<file path="src/rtl/mux_pkg.sv">
// Shared types and constants for the mux serializer.
package mux_pkg;

    localparam int SEL_W  = 3;
    localparam int DATA_W = 8;
    // Gap counter width: GAP_CYCLES is limited to 0..15.
    localparam int GAP_W  = 4;

    // Serializer control states.
    typedef enum logic [1:0] {
        IDLE  = 2'd0,
        SHIFT = 2'd1,
        GAP   = 2'd2
    } state_e;

    // First select position of a word for the chosen bit order.
    function automatic logic [SEL_W-1:0] start_index(input logic msb_first);
        return msb_first ? SEL_W'(DATA_W - 1) : '0;
    endfunction

    // Final select position of a word for the chosen bit order.
    function automatic logic [SEL_W-1:0] end_index(input logic msb_first);
        return msb_first ? '0 : SEL_W'(DATA_W - 1);
    endfunction

endpackage

</file>
<file path="src/rtl/eighttoonemux.sv">
// 8:1 bit multiplexer driven by the serializer's select counter.
module eighttoonemux
    import mux_pkg::*;
(
    input  logic [DATA_W-1:0] in,
    input  logic [SEL_W-1:0]  sel,
    output logic              out
);

    // Purely combinational bit pick.
    always_comb begin
        out = in[sel];
    end

endmodule

</file>
<file path="src/rtl/mux_serializer.sv">
// Parallel-to-serial front end: captures a byte on the load port and walks
// the mux select through all eight positions, one bit per accepted beat.
//
// Handshakes: a transfer happens on a rising edge where valid && ready are
// both high. load_ready is high only in IDLE; ser_valid is high only in
// SHIFT. While ser_ready is low, hold and sel are frozen so ser_out and
// ser_last do not change under backpressure. load_valid outside IDLE is
// simply not sampled.
module mux_serializer
    import mux_pkg::*;
#(
    parameter bit          MSB_FIRST  = 1'b0,
    parameter int unsigned GAP_CYCLES = 0
) (
    input  logic              clk,
    input  logic              rst,
    input  logic              load_valid,
    output logic              load_ready,
    input  logic [DATA_W-1:0] load_data,
    output logic              ser_valid,
    input  logic              ser_ready,
    output logic              ser_out,
    output logic              ser_last,
    output logic [SEL_W-1:0]  sel,
    output logic              busy,
    output state_e            state_dbg
);

    localparam logic [SEL_W-1:0] START_IDX = start_index(MSB_FIRST);
    localparam logic [SEL_W-1:0] END_IDX   = end_index(MSB_FIRST);
    // Counter preload so that GAP lasts exactly GAP_CYCLES cycles.
    localparam logic [GAP_W-1:0] GAP_LOAD  =
        (GAP_CYCLES > 0) ? GAP_W'(GAP_CYCLES - 1) : '0;

    state_e             state_q, state_d;
    logic [DATA_W-1:0]  hold_q,  hold_d;
    logic [SEL_W-1:0]   sel_q,   sel_d;
    logic [GAP_W-1:0]   gap_q,   gap_d;

    logic beat_acc;

    // State and datapath registers; reset aborts any word in flight.
    always_ff @(posedge clk or posedge rst) begin
        if (rst) begin
            state_q <= IDLE;
            hold_q  <= '0;
            sel_q   <= '0;
            gap_q   <= '0;
        end else begin
            state_q <= state_d;
            hold_q  <= hold_d;
            sel_q   <= sel_d;
            gap_q   <= gap_d;
        end
    end

    // Next-state logic, select sequencing, gap countdown and handshake outputs.
    always_comb begin
        state_d    = state_q;
        hold_d     = hold_q;
        sel_d      = sel_q;
        gap_d      = gap_q;
        load_ready = 1'b0;
        ser_valid  = 1'b0;
        beat_acc   = 1'b0;

        unique case (state_q)
            IDLE: begin
                load_ready = 1'b1;
                if (load_valid) begin
                    hold_d  = load_data;
                    sel_d   = START_IDX;
                    state_d = SHIFT;
                end
            end

            SHIFT: begin
                ser_valid = 1'b1;
                beat_acc  = ser_ready;
                if (beat_acc) begin
                    if (sel_q == END_IDX) begin
                        // Last bit: sel stays on the end index, never wraps.
                        if (GAP_CYCLES > 0) begin
                            gap_d   = GAP_LOAD;
                            state_d = GAP;
                        end else begin
                            state_d = IDLE;
                        end
                    end else if (MSB_FIRST) begin
                        sel_d = sel_q - 1'b1;
                    end else begin
                        sel_d = sel_q + 1'b1;
                    end
                end
            end

            GAP: begin
                if (gap_q == '0) begin
                    state_d = IDLE;
                end else begin
                    gap_d = gap_q - 1'b1;
                end
            end

            default: begin
                state_d = IDLE;
            end
        endcase
    end

    // Status outputs derived from registered state only.
    always_comb begin
        ser_last  = (state_q == SHIFT) && (sel_q == END_IDX);
        busy      = (state_q != IDLE);
        sel       = sel_q;
        state_dbg = state_q;
    end

    eighttoonemux u_mux (
        .in  (hold_q),
        .sel (sel_q),
        .out (ser_out)
    );

endmodule

</file>
<file path="config.mk">
export PLATFORM = sky130hd
export DESIGN_NAME = mux_serializer
export DESIGN_NICKNAME = d
export VERILOG_FILES = /design/src/rtl/mux_pkg.sv /design/src/rtl/eighttoonemux.sv /design/src/rtl/mux_serializer.sv
export SDC_FILE = /design/constraint.sdc
export NUM_CORES = 1
export LEC_CHECK = 0
export CELL_PAD_IN_SITES_DETAIL_PLACEMENT = 1
export CELL_PAD_IN_SITES_GLOBAL_PLACEMENT = 2
export CORE_MARGIN = 8
export CORE_UTILIZATION = 27
export DETAILED_ROUTE_END_ITERATION = 6
export PLACE_DENSITY_LB_ADDON = 0.1
export SYNTH_ARGS = -nofsm -noshare
export SYNTH_HDL_FRONTEND = slang
export SYNTH_SLANG_ARGS = --single-unit
</file>
<file path="constraint.sdc">
create_clock -name clk -period 1.88 [get_ports clk]
set_clock_uncertainty 0.1 [all_clocks]
set_input_delay 0.376 -clock clk [delete_from_list [all_inputs] [get_ports clk]]
set_output_delay 0.376 -clock clk [all_outputs]
set_load 0.01 [all_outputs]
</file>
Yosys cells after proc, flatten, opt, wreduce, memory -nomap -nowiden
Cells that the tools add are included.

Input bits: 12. Word-level logic and storage cells: 38. Output and inout port bits: 10. Register bits after elaboration: 17.

Add/sub/neg operators: 2. Bitwise gates (word level): 1. Multiplexer cells: 13. Equality and inequality tests: 8. $lt $le $gt $ge: 1. Reductions and logical operators: 9.

Operators by type and width (count): 3-bit 2-to-1 mux (3); 2-bit 2-to-1 mux (4); 2-bit inequality test (second input constant) (4); 4-bit AND reduction (2); 2-bit case mux with 3 select lines (1); 3-bit case mux with 2 select lines (1); 4-bit logical NOT (1); 3-bit by 4-bit < comparator with 1-bit output (second input constant) (1); 2-bit AND reduction (2); 2-bit nonzero test (2); 4-bit by 1-bit subtractor with 4-bit output (second input constant) (1); 3-bit by 1-bit adder with 3-bit output (second input constant) (1); 1-bit binary-select mux with 3-bit select (1); 3-bit equality test (second input constant) (1); 1-bit 2-to-1 mux (3); 2-bit by 1-bit equality test with 1-bit output (second input constant) (1); 2-bit equality test (second input constant) (1); 2-bit logical NOT (1); 2-bit by 1-bit inequality test with 1-bit output (second input constant) (1); 1-bit logical AND (1); 1-bit inverter (1).

Depth between registers and ports, before layout
Gate-level depths: netlist (run 1).

Depth in word-level cells: 4. Gate-level depth with buffers: 5. Gate-level depth less buffers: 5.

Cells and area by module
From an unflattened synthesis (run 1), not the netlist that was laid out.

Cells, all modules: 50. Area, all modules: 689.4 µm².

Modules (own cells, without submodules): mux_serializer (instances 1, cells an instance 47, sequential area each 300.3 µm², area an instance 625.6 µm²); eighttoonemux (instances 1, cells an instance 3, sequential area each 0.0 µm², area an instance 63.8 µm²).

Worst setup path after synthesis (run 1)
Ideal clock, no wire load.

Kind: register to output. Start: reg sel_q[0] (netlist: sel[0]). End: out ser_out. Cell stages (with the launch flop): 3. Buffers on the path: 0. Arrival: 1.326 ns. Slack: 0.078 ns. Required time: 1.404 ns. Path through: dfrtp_1 mux4_1 mux2_2.

Longest elaborated chain between the ends: 2.

Ends and longest elaborated chain: start, declared (line mux_serializer.sv:37) `logic [SEL_W-1:0] sel_q, sel_d;`; start signal, assigned (line mux_serializer.sv:52) `sel_q <= sel_d;`; 1-bit binary-select mux with 3-bit select (line eighttoonemux.sv:12) `out = in[sel];`; 1-bit 2-to-1 mux (not written as such) (line eighttoonemux.sv:12); end, declared (line mux_serializer.sv:22) `output logic ser_out,`.

No other way between the ends. The select of a mux whose other input is x is not followed.

Worst setup path in the final report (run 1)
Ends and elaborated chain as after synthesis.

==> results of run 1 <==
-- cells in the final DEF, fill, tap and decap left out, types with 2 or more instances in the layout --
cell type / count
dfrtp_2: 2
o22ai_1: 3
dfrtp_1: 10
buf_4: 9
clkdlybuf4s50_1: 15
mux4_2: 2
buf_6: 3
clkbuf_4: 3
nand2_1: 3
dlymetal6s2s_1: 2
ha_4: 2
mux2_2: 8
nor2b_1: 2
mux2i_1: 2
inv_1: 2
-- path summary, 6_finish.rpt --
path                                        from                        to  slack [ns]  depth (start not counted)
min                                          rst        sel[2]$_DFFE_PP0P_        0.31                          2
max in group asynchronous                    rst  state_dbg[0]$_DFFE_PP0P_        1.03                          2
max reg2reg                   sel[0]$_DFFE_PP0P_        sel[2]$_DFFE_PP0P_        0.15                          8
max                           sel[0]$_DFFE_PP0P_                   ser_out       -0.16                          3
min in group clk           hold_q[7]$_DFFE_PP0P_     hold_q[7]$_DFFE_PP0P_        0.42                          1
min reg2reg                hold_q[7]$_DFFE_PP0P_     hold_q[7]$_DFFE_PP0P_        0.42                          1
-- worst max-delay path: cells and delay by family, from the launching register on --
kind     cells  cell delay [ns]
mux          2             0.78
flops        1             0.40
buf+inv      1             0.12
-- per-stage QoR --
step	cells	worst slack (ns)	TNS, ns
after global routing	103	-0.2013	-0.3633
after floorplan	46	0.07836	0
final	103	-0.1596	-0.2755
after CTS	102	-0.2353	-0.2656
after global placement	98	-0.2610	-0.4433
after detailed placement	98	-0.3042	-0.5026
-- where the power goes --
| group | total [W] | switching (W) | internal, W |
|---|---|---|---|
| clock network | 0.000151 | 0.0000772 | 0.0000739 |
| logic | 0.000813 | 0.000284 | 0.000529 |
| registers | 0.000485 | 0.0000969 | 0.000388 |
-- logic make-up after synthesis --
family,synth area share (%)
other cells,0.6205
mux,28.78
fa+ha+maj,4.140
compound gates,3.933
simple gates,5.590
flops,49.69
buf+inv,5.797
xor+xnor,1.450
-- cell type report --
cell class,count,area [sq um],area share [%]
flip-flops and latches,12,302.8,31.97
multi-input cells,28,292.8,30.91
repair buffers,30,286.5,30.25
well taps,28,35.03,3.699
clock buffers,3,22.52,2.378
inverters,2,7.507,0.7926
-- sequential cells by signal, summed over array words and instances, names as in the netlist --
register,cells
sel,3
hold_q,8
state_dbg,1
-- timing repair --
action                                  4_1_cts  5_1_grt
endpoints found under the hold margin         0        0
hold buffers                                  0        0
buffers inserted                              1        1
endpoints found under the setup margin        2        5
cloned                                        0        0
pin swaps                                     2        0
gates resized for setup                      20        5
-- layer usage --
metal  share of wire (%)  routed length (um)
met1                  45                 652
met5                   0                   0
met3                 7.5                 109
met4                0.83                  12
met2                  47                 679
==> key figures, run 1 <==
Layout
  – Final Net Count: 91
  – Fin util: 43.66%
  – Finished Cell Area: 947.2 sq um
  – Fillers: 246
  – Share of layout cells above drive strength 1: 41.33%
  – Ant diodes: 0
  – P&R area growth vs syn: 56.73%

Worst setup path
  – Slowest stage delay, CP: 0.49 ns
  – Critical Path RT: 1.40 ns
  – WP data arrival: 1.56 ns
  – Slowest-stage cell, CP: mux4_2
  – WS Path Type: reg -> out
  – Endpoint class of the critical path: primary output
  – Crit-path cells: mux4_2 -> mux2_4 -> buf_6
  – Crit path launch type: register
  – Worst Path Max Fanout: 3

Pwr
  – Static leakage: 0.4280 nW
  – PnR Total Power: 0.001449 W
  – Worst VDD drop: 0.6552 mV
  – Power Density: 1530 mW/mm^2

Flow run
  – Max Cap Viol: 0

Routing
  – WL/cell: 14.11 um
  – DR pass1 iterations: 4
  – Detailed router's first-iteration violation count: 10
  – Via count: 465
  – Drt total wl: 1453 um
  – Vias per std cell: 4.515
  – Post-route DRC: 0
  – Routed Antenna Nets: 0

Clock network
  – Clock buffer depth: 2
  – CTS Buf Count: 3
  – Reg clk slew, reported paths: 0.07 ns
  – Clk root buf: clkbuf_4
  – Later-pin clock latency in the skew report: 0.26 ns
  – Htree depth: 1
  – CTS sink cnt: 12
  – CTS tree: built

Floorplanning
  – Die height: 63.31 um
  – CORE AREA: 0.002170 sq mm
  – FP Rows: 17
  – I/O pins: 22
  – Die W: 63.31 um
  – Effective utilization at floorplan: 27.85%
  – Die ar.: 0.004008 sq mm

Logic synthesis
  – Cell count after synthesis: 46
  – Synth area leaders: dfrtp_1 (50%), mux2_2 (17%), mux4_1 (8.7%)
  – Flops & latches, synth: 12
  – Synthesized area per cell: 13.14 sq um
  – Most common cell in the netlist: dfrtp_1
  – Synth area leader: dfrtp_1
  – Post-synth top area share: 49.69%
  – Number of flops mapped to enable cells by yosys: 0
  – Post-synthesis net count: 60
  – Netlist cell types: 16
  – Synth Flop Type: dfrtp_1
  – Fraction of registers with async set or reset after synthesis: 100.0%
  – Synthesized area: 604.3 sq um
  – Yosys warning count: 0
  – Synth cell count leaders: dfrtp_1 (12), mux2_2 (9), buf_4 (3), nand2_1 (3), o22ai_1 (3)
  – Post-synthesis sequential area ratio: 49.69%

Outcome
  – Failing checks: setup timing
  – Status: finished, violations left

STA
  – Fin worst setup slack: -0.1596 ns
  – Final Hold Fails: 0
  – Minimum clock period: 2.040 ns
  – Slew Limit Fails: 0
  – Final period util: 108.5%
  – WHS: 0.3147 ns
  – Setup Viol. Count Final: 2
  – RSZ-0062 raised after global routing: yes
  – Maximum clock rate: 0.4903 GHz

GRT
  – GRT busiest layer: met2
  – Met1 Usage GRT: 8.651%
  – Grt ovf: 0
  – Number of global-route vias before repair: 491
  – Largest net degree at the start of global routing: 13
  – First-pass GRT wire length: 2421 um
  – GRT Overall Usage: 7.457%
  – Initial antenna violation count: 0
  – M3 GR Usage: 3.004%
  – M2 GR Usage: 11.78%

Placed design
  – Gpl congestion: 0.7216
  – DP Area: 872.1 sq um
  – # port buffers: 20
  – DP HPWL: 1140 um

Worst hold path
  – Min-delay worst type: in -> async
No activity file was read; power rests on OpenSTA's default activity.
==> inputs of run 2 (changes only) <==
Settings changed: GPL_ROUTABILITY_DRIVEN set to 1.
==> results of run 2 <==
Same layout as run 1: the final DEF is identical, and so are final timing and power.
